File: src/rtl/spart_pkg.sv
// Shared types and default sizes for the SPART receive path.
package spart_pkg;
  localparam int SPART_DATA_W   = 8;
  localparam int SPART_RX_DEPTH = 8;

  typedef enum logic {IDLE, ACK} rx_cap_state_t;
endpackage

File: src/rtl/spart_rx_fifo_if.sv
// Receiver handshake plus processor-side read/status signals of the receive FIFO.
import spart_pkg::*;

interface spart_rx_fifo_if #(parameter int DATA_W = SPART_DATA_W);
  logic              rx_rdy;
  logic [DATA_W-1:0] rx_data;
  logic              clr_rdy;
  logic              rd_en;
  logic [DATA_W-1:0] rd_data;
  logic              rda;
  logic              full;
  logic              overrun;
  logic              clr_overrun;

  modport slave  (input  rx_rdy, rx_data, rd_en, clr_overrun,
                  output clr_rdy, rd_data, rda, full, overrun);
  modport master (output rx_rdy, rx_data, rd_en, clr_overrun,
                  input  clr_rdy, rd_data, rda, full, overrun);
endinterface

File: src/rtl/spart_fifo_mem.sv
// FIFO storage: one synchronous write port, one asynchronous read port. Not reset.
module spart_fifo_mem #(
  parameter int DEPTH  = 8,
  parameter int DATA_W = 8
) (
  input  logic                     clk,
  input  logic                     we,
  input  logic [$clog2(DEPTH)-1:0] waddr,
  input  logic [DATA_W-1:0]        wdata,
  input  logic [$clog2(DEPTH)-1:0] raddr,
  output logic [DATA_W-1:0]        rdata
);
  logic [DATA_W-1:0] mem [DEPTH];

  always_ff @(posedge clk)
    if (we) mem[waddr] <= wdata;

  assign rdata = mem[raddr];
endmodule

File: src/rtl/spart_rx_fifo.sv
// SPART receive FIFO: acks each receiver byte once, buffers it, flags overrun.
// Optional synchronous flush input enabled by defining SPART_RX_FIFO_FLUSH_EN.
import spart_pkg::*;

module spart_rx_fifo #(
  parameter int DEPTH  = SPART_RX_DEPTH,
  parameter int DATA_W = SPART_DATA_W
) (
  input  logic clk,
  input  logic rst_n,
`ifdef SPART_RX_FIFO_FLUSH_EN
  input  logic flush,
`endif
  spart_rx_fifo_if.slave bus
);
  localparam int AW = $clog2(DEPTH);
  localparam int CW = AW + 1;

  rx_cap_state_t     state;
  logic [AW-1:0]     wr_ptr, rd_ptr;
  logic [CW-1:0]     count;
  logic [DATA_W-1:0] mem_rdata;
  logic              cap, rd_eff, wr_acc, drop, flush_i;

`ifdef SPART_RX_FIFO_FLUSH_EN
  assign flush_i = flush;
`else
  assign flush_i = 1'b0;
`endif

  // Ack is held off during reset so a lingering rdy is only taken after release.
  assign cap     = rst_n && (state == IDLE) && bus.rx_rdy;
  assign rd_eff  = bus.rd_en && bus.rda;
  assign wr_acc  = cap && !flush_i && (!bus.full || rd_eff);
  assign drop    = cap && !flush_i && bus.full && !rd_eff;

  assign bus.clr_rdy = cap;
  assign bus.rda     = (count != '0);
  assign bus.full    = (count == CW'(DEPTH));
  assign bus.rd_data = bus.rda ? mem_rdata : '0;

  always_ff @(posedge clk or negedge rst_n)
    if (!rst_n) state <= IDLE;
    else
      case (state)
        IDLE:    if (bus.rx_rdy)  state <= ACK;
        ACK:     if (!bus.rx_rdy) state <= IDLE;
        default: state <= IDLE;
      endcase

  always_ff @(posedge clk or negedge rst_n)
    if (!rst_n) begin
      wr_ptr <= '0;
      rd_ptr <= '0;
      count  <= '0;
    end else if (flush_i) begin
      wr_ptr <= '0;
      rd_ptr <= '0;
      count  <= '0;
    end else begin
      if (wr_acc) wr_ptr <= wr_ptr + AW'(1);
      if (rd_eff) rd_ptr <= rd_ptr + AW'(1);
      count <= count + CW'(wr_acc) - CW'(rd_eff);
    end

  // A drop in the same cycle as clr_overrun wins.
  always_ff @(posedge clk or negedge rst_n)
    if (!rst_n)               bus.overrun <= 1'b0;
    else if (drop)            bus.overrun <= 1'b1;
    else if (bus.clr_overrun) bus.overrun <= 1'b0;

  spart_fifo_mem #(.DEPTH(DEPTH), .DATA_W(DATA_W)) u_mem (
    .clk   (clk),
    .we    (wr_acc),
    .waddr (wr_ptr),
    .wdata (bus.rx_data),
    .raddr (rd_ptr),
    .rdata (mem_rdata)
  );
endmodule
File: src/flat_wrapper.sv
// flat-port wrapper written by rule: the top's interface ports become plain ports
module spart_rx_fifo_flat 
#(
  parameter int DEPTH  = SPART_RX_DEPTH,
  parameter int DATA_W = SPART_DATA_W
)
  (clk, rst_n, bus_rx_rdy, bus_rx_data, bus_rd_en, bus_clr_overrun, bus_clr_rdy, bus_rd_data, bus_rda, bus_full, bus_overrun);
  spart_rx_fifo_if #(.DATA_W(DATA_W)) bus_i ();
  input  logic clk;
  input  logic rst_n;
  input wire logic [$bits(bus_i.rx_rdy)-1:0] bus_rx_rdy;
  input wire logic [$bits(bus_i.rx_data)-1:0] bus_rx_data;
  input wire logic [$bits(bus_i.rd_en)-1:0] bus_rd_en;
  input wire logic [$bits(bus_i.clr_overrun)-1:0] bus_clr_overrun;
  output wire logic [$bits(bus_i.clr_rdy)-1:0] bus_clr_rdy;
  output wire logic [$bits(bus_i.rd_data)-1:0] bus_rd_data;
  output wire logic [$bits(bus_i.rda)-1:0] bus_rda;
  output wire logic [$bits(bus_i.full)-1:0] bus_full;
  output wire logic [$bits(bus_i.overrun)-1:0] bus_overrun;
  assign bus_i.rx_rdy = bus_rx_rdy;
  assign bus_i.rx_data = bus_rx_data;
  assign bus_i.rd_en = bus_rd_en;
  assign bus_i.clr_overrun = bus_clr_overrun;
  assign bus_clr_rdy = bus_i.clr_rdy;
  assign bus_rd_data = bus_i.rd_data;
  assign bus_rda = bus_i.rda;
  assign bus_full = bus_i.full;
  assign bus_overrun = bus_i.overrun;
  spart_rx_fifo #(.DEPTH(DEPTH), .DATA_W(DATA_W)) u_core (.clk(clk), .rst_n(rst_n), .bus(bus_i));
endmodule
File: config.mk
export PLATFORM = sky130hd
export DESIGN_NAME = spart_rx_fifo_flat
export DESIGN_NICKNAME = d
export VERILOG_FILES = /design/src/rtl/spart_pkg.sv /design/src/rtl/spart_rx_fifo_if.sv /design/src/rtl/spart_fifo_mem.sv /design/src/rtl/spart_rx_fifo.sv /design/src/flat_wrapper.sv
export SDC_FILE = /design/constraint.sdc
export NUM_CORES = 1
export LEC_CHECK = 0
export ABC_AREA = 1
export BUFFER_PORTS_ARGS = -buffer_cell sky130_fd_sc_hd__buf_2
export CAP_MARGIN = 20
export CORE_ASPECT_RATIO = 1.1
export CORE_MARGIN = 1
export CORE_UTILIZATION = 45
export DETAILED_ROUTE_END_ITERATION = 8
export GPL_TIMING_DRIVEN = 0
export PLACE_DENSITY = 0.69
export SLEW_MARGIN = 5
export SYNTH_ARGS = -nofsm -noshare
export SYNTH_HDL_FRONTEND = slang
export SYNTH_HIERARCHICAL = 1
export SYNTH_SLANG_ARGS = --single-unit
File: constraint.sdc
create_clock -name clk -period 1.9 [get_ports clk]
set_clock_uncertainty 0.1 [all_clocks]
set_input_delay 0.285 -clock clk [delete_from_list [all_inputs] [get_ports clk]]
set_output_delay 0.285 -clock clk [all_outputs]
set_load 0.01 [all_outputs]
==> run summary, run 1 <==
### Floorplanning
- **initial cell density of the core** 47.4%
- **die area** 0.00840 mm^2
- **row cnt** 33
- **area inside the core boundary** 0.00764 mm^2
- **Die Width** 87.5 um
- **height of the die** 96.0 um
- **top-level I/O count** 25

### Synthesis
- **Cell Area, Synth** 0.00362 mm^2
- **ranking of synthesized cells by area** edfxtp_1, nand2_1, inv_1
- **cell with the most instances after synthesis** nand2_1
- **Mapped Cells** 376
- **Commonest cells post-synth** nand2_1, inv_1, edfxtp_1
- **proportion of register bits with asynchronous set or reset after synthesis** 15.8%
- **biggest area consumer among synthesized cells** edfxtp_1
- **area share of the largest cell type after synthesis** 53.1%
- **Synth Net Count** 397
- **part of the Yosys area used for sequential elements** 61.4%
- **Post-Synthesis Mean Instance Area** 9.62 um^2
- **Synth Flop Type** edfxtp_1
- **flip-flop and latch count after synthesis** 76
- **distinct cell type count of the synthesized netlist** 22
- **Synth warnings** 6
- **number of flops mapped to enable cells by yosys** 64

### Final layout
- **fill cell instance count of the final layout** 598
- **sequential standard cell area** 0.00222 mm^2
- **share of final-layout standard cells stronger than drive strength 1** 25.0%
- **Area Growth Syn to Fin** 27.5%
- **antenna fix cells** 0
- **Post-Layout Cell Count** 553
- **final net count** 464
- **area of the multi-input gates** 0.00107 mm^2

### Clock network
- **buffer type at the clock tree root** clkbuf_8
- **buffer depth of the longest clock path** 2
- **Worst-path clk slew** 80 ps
- **maximum level of the CTS H-tree** 3
- **Sinks on Clock Net** 76
- **CTS tree** built
- **cts bufs inserted** 9
- **clk_lat worst skew** 350 ps

### Critical path
- **sort of element at the end of the critical path** output port
- **CP Max Fanout** 7
- **type of the worst setup path** reg -> out
- **timing startpoint of the critical path** u_core/rd_ptr[0]
- **element type at the critical path start** flip-flop
- **Required @ worst endpoint** 1510 ps
- **Reg-to-Reg Start** u_core/count[3]
- **arrival time worst endpoint** 1710 ps

### Power and ir drop
- **part of the power in the clock network** 18.7%
- **leakage power figure** 2.21 nW
- **Final Power** 0.00635 W
- **switching power summed over all nets** 0.00237 W
- **Power Dens Cells** 1380 mW/mm^2
- **Sw Share** 37.4%
- **Max IR drop VDD** 0.000755 V
- **share of total power in sequential cells** 32.8%
- **relative contribution of combinational cells to total power** 48.5%
- **cell-internal power** 0.00397 W

### STA
- **final-report hold violation count** 0
- **final worst path period share** 110%
- **total negative slack for setup checks** -1480 ps
- **Least-Margin Pin Slew** 581 ps
- **count of endpoints failing setup in the final report** 10
- **setup repair after global routing missed its margin** true
- **Worst Hold Margin** 18.6 ps
- **pins over their slew limit** 0
- **Worst Slack Setup Final** -192 ps
- **worst slew slack as a fraction of its limit** 61.1%
- **maximum clock frequency** 478 MHz
- **final critical path time including I/O delays and setup** 2090 ps

### Place
- **Final HPWL DP** 4.55 mm
- **buffers added on ports** 24
- **dpl cells** 505
- **final weighted congestion in routability-driven placement** 0.772
- **worst slack, placed** -658 ps

### Drt
- **detailed-routing iteration count for the pre-antenna-repair pass** 4
- **count of vias placed by the detailed router** 2,600
- **final WL** 8.00 mm
- **routed length per placed instance** 14.5 um
- **post-DR vias/cell** 4.70
- **number of remaining DRC errors** 0
- **post-detailed-route count of antenna-violating nets** 0
- **Initial DRC Count** 172

### Global routing
- **GRT Util Overall** 20.2%
- **global-route wire length before repair** 11.9 mm
- **number of global-route vias before repair** 2,420
- **initial antenna violation count** 0
- **total gr overflow** 0
- **maximum number of pins on one net before global-route repair** 14

### Worst hold path
- **startpoint of the lowest-slack hold path** bus_clr_overrun
- **type of the most critical hold path** in -> reg

### Run
- **max-capacitance violation count** 0

### Run status
- **run status** finished, violations left
- **violated checks** negative setup slack

==> state kept, by name (all words and copies together), names as in the netlist <==
signal / count
u_core/rd_ptr: 3
u_core/wr_ptr: 3
u_core/state: 1
u_core/u_mem/mem: 64
u_core/bus.overrun: 1
u_core/count: 4
==> power groups by stage <==
stage,Clock (W),Combinational (W),Sequential (W)
2_1_floorplan,0,0.00165,0.00211
3_3_place_gp,0,0.00220,0.00213
3_5_place_dp,0,0.00225,0.00214
4_1_cts,0.00120,0.00281,0.00207
5_1_grt,0.00128,0.00338,0.00209
6_report,0.00119,0.00308,0.00208
==> stage by stage <==
stage / util (%) / cell area (um^2)
floorplan: - / 3630
global placement: 50.8 / 3880
detailed placement: 50.8 / 3880
CTS: 59.0 / 4500
global route: 60.4 / 4610
finish: 60.4 / 4610
==> layout by cell type (no fill, tap or decap), types with 2 or more instances in the layout <==
master         count
buf_16             2
xnor2_1            4
o21ai_0            2
edfxtp_1          64
clkinv_4           2
nand2_4            6
buf_4             23
nand3_1           37
inv_8              2
ha_2               3
clkbuf_8           9
buf_2             23
nor2_4             9
buf_8              3
buf_12             6
nor2_2             2
nor2_1             8
dlygate4sd3_1      2
nand2_2            3
inv_1             83
ha_1               4
nand3_2            2
clkbuf_16          2
dfrtp_1           11
nand2_1          117
buf_6              6
clkinv_2           2
clkinvlp_4         2
==> metal layers <==
layer | GRT usage [%] | share of wire [%] | vias to the layer above
li1 | - | - | 1296
met1 | 26.8 | 44 | 1227
met2 | 32.7 | 48 | 65
met3 | 4.29 | 5.5 | 12
met4 | 7.65 | 2.5 | 0
met5 | 0 | 0 | -
==> worst max-delay path, cell delays in order, from the launching register on <==
cell	delay, ps
dfrtp_1	400
buf_6	150
inv_8	110
clkbuf_16	150
nand2_1	70
nand3_1	80
nand2_1	60
nand2_1	60
nand2_1	50
inv_1	50
nor2_1	30
buf_2	150
==> layout make-up <==
cell class	count	area share, %
Buffer	11	2.96
Clock buffer	10	2.77
Clock inverter	6	1.41
Inverter	88	7.62
Multi-Input combinational cell	201	23.1
Sequential cell	76	48.2
Tap cell	105	2.85
Timing Repair Buffer	56	11.0
==> path summary, 6_finish.rpt <==
path                       slack, ps  cells past startpoint                 end
min reg2reg                      440                      2  u_core/bus.overrun
min                               20                      2  u_core/bus.overrun
max                             -190                     11      bus_rd_data[6]
max in group asynchronous        880                      2     u_core/count[1]
min in group asynchronous        400                      2    u_core/rd_ptr[1]
max reg2reg                     -160                     10     u_core/count[1]
==> repair_timing <==
action	CTS	global route
gates resized for setup	37	10
hold endpoints to repair	13	0
setup endpoints to repair	74	75
pin swaps	16	4
gates cloned	2	2
hold buffers	2	0
setup buffers	23	3
==> cells by family after synthesis <==
family | Yosys count | share of synthesized area [%]
simple gates | 185 | 22.0
buf+inv | 99 | 12.0
xor+xnor | 5 | 1.21
flops | 76 | 61.4
compound gates | 3 | 0.415
fa+ha+maj | 8 | 2.97
Power figures use the tool's default switching activity.
==> inputs of run 2 (changes only) <==
ABC_AREA = unset   (was 1)
==> run 2 against run 1 <==
  * The flow still finishes with violations (negative setup slack)
  * Critical path depth decreased by 5
  * Largest cell class unchanged
  * Largest power group unchanged
  * Synthesized cell count decreased by 56%
  * Maximum frequency is 13% lower
  * Critical endpoint is now bus_rd_data[2]
  * Die area down 11%
  * Non-clock buffer count rose by 2
  * Sequential power grew 6%
==> run summary, run 2 <==
### Power and ir drop
- **leakage power figure** 1.68 nW
- **Final Power** 0.00664 W
- **Power Dens Cells** 1500 mW/mm^2
- **Max IR drop VDD** 0.000799 V

### Clock network
- **clk_lat worst skew** 340 ps
- **CTS tree** built
- **maximum level of the CTS H-tree** 3
- **Sinks on Clock Net** 76
- **buffer depth of the longest clock path** 2
- **cts bufs inserted** 9
- **buffer type at the clock tree root** clkbuf_8
- **Worst-path clk slew** 80 ps

### STA
- **final worst path period share** 127%
- **Worst Slack Setup Final** -516 ps
- **final-report hold violation count** 0
- **Least-Margin Pin Slew** 771 ps
- **final critical path time including I/O delays and setup** 2420 ps
- **total negative slack for setup checks** -19,050 ps
- **pins over their slew limit** 0
- **Worst Hold Margin** 30.0 ps
- **count of endpoints failing setup in the final report** 77
- **maximum clock frequency** 414 MHz
- **setup repair after global routing missed its margin** true
- **worst slew slack as a fraction of its limit** 48.6%

### Synthesis
- **compound-cell area share of the yosys netlist** 1.40%
- **Cell Area, Synth** 0.00322 mm^2
- **cell with the most instances after synthesis** edfxtp_1
- **Commonest cells post-synth** edfxtp_1, mux4_1, dfrtp_1
- **area share of the largest cell type after synthesis** 59.7%
- **proportion of register bits with asynchronous set or reset after synthesis** 15.8%
- **Mapped Cells** 166
- **post-synthesis adder-cell area fraction** 3.34%
- **biggest area consumer among synthesized cells** edfxtp_1
- **part of the Yosys area used for sequential elements** 69.0%
- **synthesized-area fraction occupied by and/or/nand/nor cells** 5.32%
- **Synth warnings** 6
- **multiplexer share of the synthesized area** 16.6%
- **flip-flop and latch count after synthesis** 76
- **XOR/XNOR share of the synthesized area** 1.63%
- **Post-Synthesis Mean Instance Area** 19.4 um^2
- **distinct cell type count of the synthesized netlist** 34
- **Synth Flop Type** edfxtp_1
- **ranking of synthesized cells by area** edfxtp_1, mux4_1, dfrtp_1
- **dominant combinational cell family by area after synthesis** multiplexers
- **number of flops mapped to enable cells by yosys** 64
- **Synth Net Count** 187

### Floorplanning
- **Die Width** 82.7 um
- **die area** 0.00750 mm^2
- **area inside the core boundary** 0.00675 mm^2
- **height of the die** 90.7 um
- **top-level I/O count** 25
- **initial cell density of the core** 47.7%
- **row cnt** 31

### Critical path
- **reg-to-reg critical path endpoint** u_core/count[1]
- **Required @ worst endpoint** 1510 ps
- **sort of element at the end of the critical path** output port
- **CP max stage cell** mux4_2
- **element type at the critical path start** flip-flop
- **Reg-to-Reg Start** u_core/count[2]
- **depth of the worst register-to-register path** 9
- **Worst path depth** 6
- **CP Max Fanout** 5
- **minimum setup slack among reg-to-reg paths** -410 ps
- **arrival time worst endpoint** 2030 ps
- **Buf+Inv Stages, Crit Path** 3
- **Critical Path Most Common Cell** buf_6
- **cell-by-cell listing of the critical path** buf_6 > buf_12 > mux4_2 > mux2_4 > and2_4 > buf_6
- **type of the worst setup path** reg -> out
- **cell family with most CP delay** multiplexers
- **Slowest Stage Delay on Critical Path** 510 ps

### Drt
- **number of remaining DRC errors** 0
- **post-DR vias/cell** 5.50
- **detailed-routing iteration count for the pre-antenna-repair pass** 4
- **Initial DRC Count** 119
- **final WL** 7.13 mm
- **count of vias placed by the detailed router** 1,794
- **routed length per placed instance** 21.9 um
- **post-detailed-route count of antenna-violating nets** 0

### Final layout
- **max FFs per register** 64
- **most frequent standard cell in the layout excluding fill and tap cells** edfxtp_1
- **final net count** 261
- **share of final-layout standard cells stronger than drive strength 1** 57.8%
- **leading cell types in the layout, fill and taps excluded** edfxtp_1, buf_6, mux4_2, buf_2
- **register bank with the most flops** u_core/u_mem/mem
- **Post-Layout Cell Count** 326
- **antenna fix cells** 0
- **largest registers ranked by flip-flop count** u_core/u_mem/mem (64), u_core/count (4)
- **Area Growth Syn to Fin** 37.5%

### Run
- **max-capacitance violation count** 0

### Run status
- **violated checks** negative setup slack
- **run status** finished, violations left

### Global routing
- **maximum number of pins on one net before global-route repair** 14
- **initial antenna violation count** 0
- **GRT Util Overall** 21.0%
- **total gr overflow** 0
- **number of global-route vias before repair** 1,912
- **global-route wire length before repair** 10.7 mm

### Place
- **Final HPWL DP** 3.83 mm
- **dpl cells** 272
- **buffers added on ports** 24
- **final weighted congestion in routability-driven placement** 0.690

### Worst hold path
- **number of instances on the worst hold path** 2
- **type of the most critical hold path** in -> reg
- **terminating pin of the worst hold path** u_core/bus.overrun
- **startpoint of the lowest-slack hold path** bus_clr_overrun

## run 2: cell count changes after synthesis, sizes merged, moves of 10 or more
cell / previous run / this run
nand2: 126 / 4
inv: 88 / 9
nand3: 39 / 2
mux4: 0 / 16
nor2: 19 / 6
mux2: 0 / 10
## run 2: per-stage QoR
stage          utilization, %  cell area, um^2  setup slack, ps
2_1_floorplan               -             3310             -151
3_3_place_gp             52.3             3530             -485
3_5_place_dp             52.3             3530             -589
4_1_cts                  63.6             4290             -547
5_1_grt                  65.6             4430             -586
6_report                 65.6             4430             -516
## run 2: worst max-delay path by stage
stage,from,to,slack (ps)
6_report,u_core/rd_ptr[0],bus_rd_data[2],-520
5_1_grt,u_core/rd_ptr[0],bus_rd_data[6],-590
4_1_cts,u_core/rd_ptr[0],bus_rd_data[2],-550
3_5_place_dp,rst_n,u_core/u_mem/mem[6][0],-590
3_3_place_gp,rst_n,u_core/u_mem/mem[6][0],-490
2_1_floorplan,u_core/count[3],u_core/count[1],-150
## run 2: repair_timing
item / in CTS / in global routing
gates cloned: 2 / 0
buffers inserted: 27 / 11
resized for setup: 48 / 14
pin swaps: 11 / 12
hold endpoints to repair: 13 / 0
hold buffers: 2 / 0
setup endpoints to repair: 76 / 79
## run 2: where the power goes
group          leakage [nW]  total (W)  switching, W  internal [W]
clock network         0.126    0.00159      0.000590       0.00100
logic                 0.832    0.00284       0.00109       0.00175
registers             0.719    0.00221      0.000229       0.00199
total                  1.68    0.00664       0.00191       0.00474
## run 2: layout make-up
class	count	area [um^2]
multi-input combinational	75	1070
clock inverter	6	136
inverter	9	33.8
clock buffer	9	124
buffer	5	57.6
fill	465	2320
sequential	76	2220
timing repair buffer	64	678
tap	82	103
## run 2: metal layers
metal	global-route usage [%]	wire (um)
met1	27.3	2950
met4	8.91	105
met2	33.3	3850
met5	0	0
met3	4.95	230
## run 2: kinds of logic (layout without fill, tap and decap cells)
logic type	Yosys count	count (layout)
simple gates	29	29
fa+ha+maj	8	8
xor+xnor	6	6
flops	76	76
compound gates	6	6
buf+inv	15	93
mux	26	26
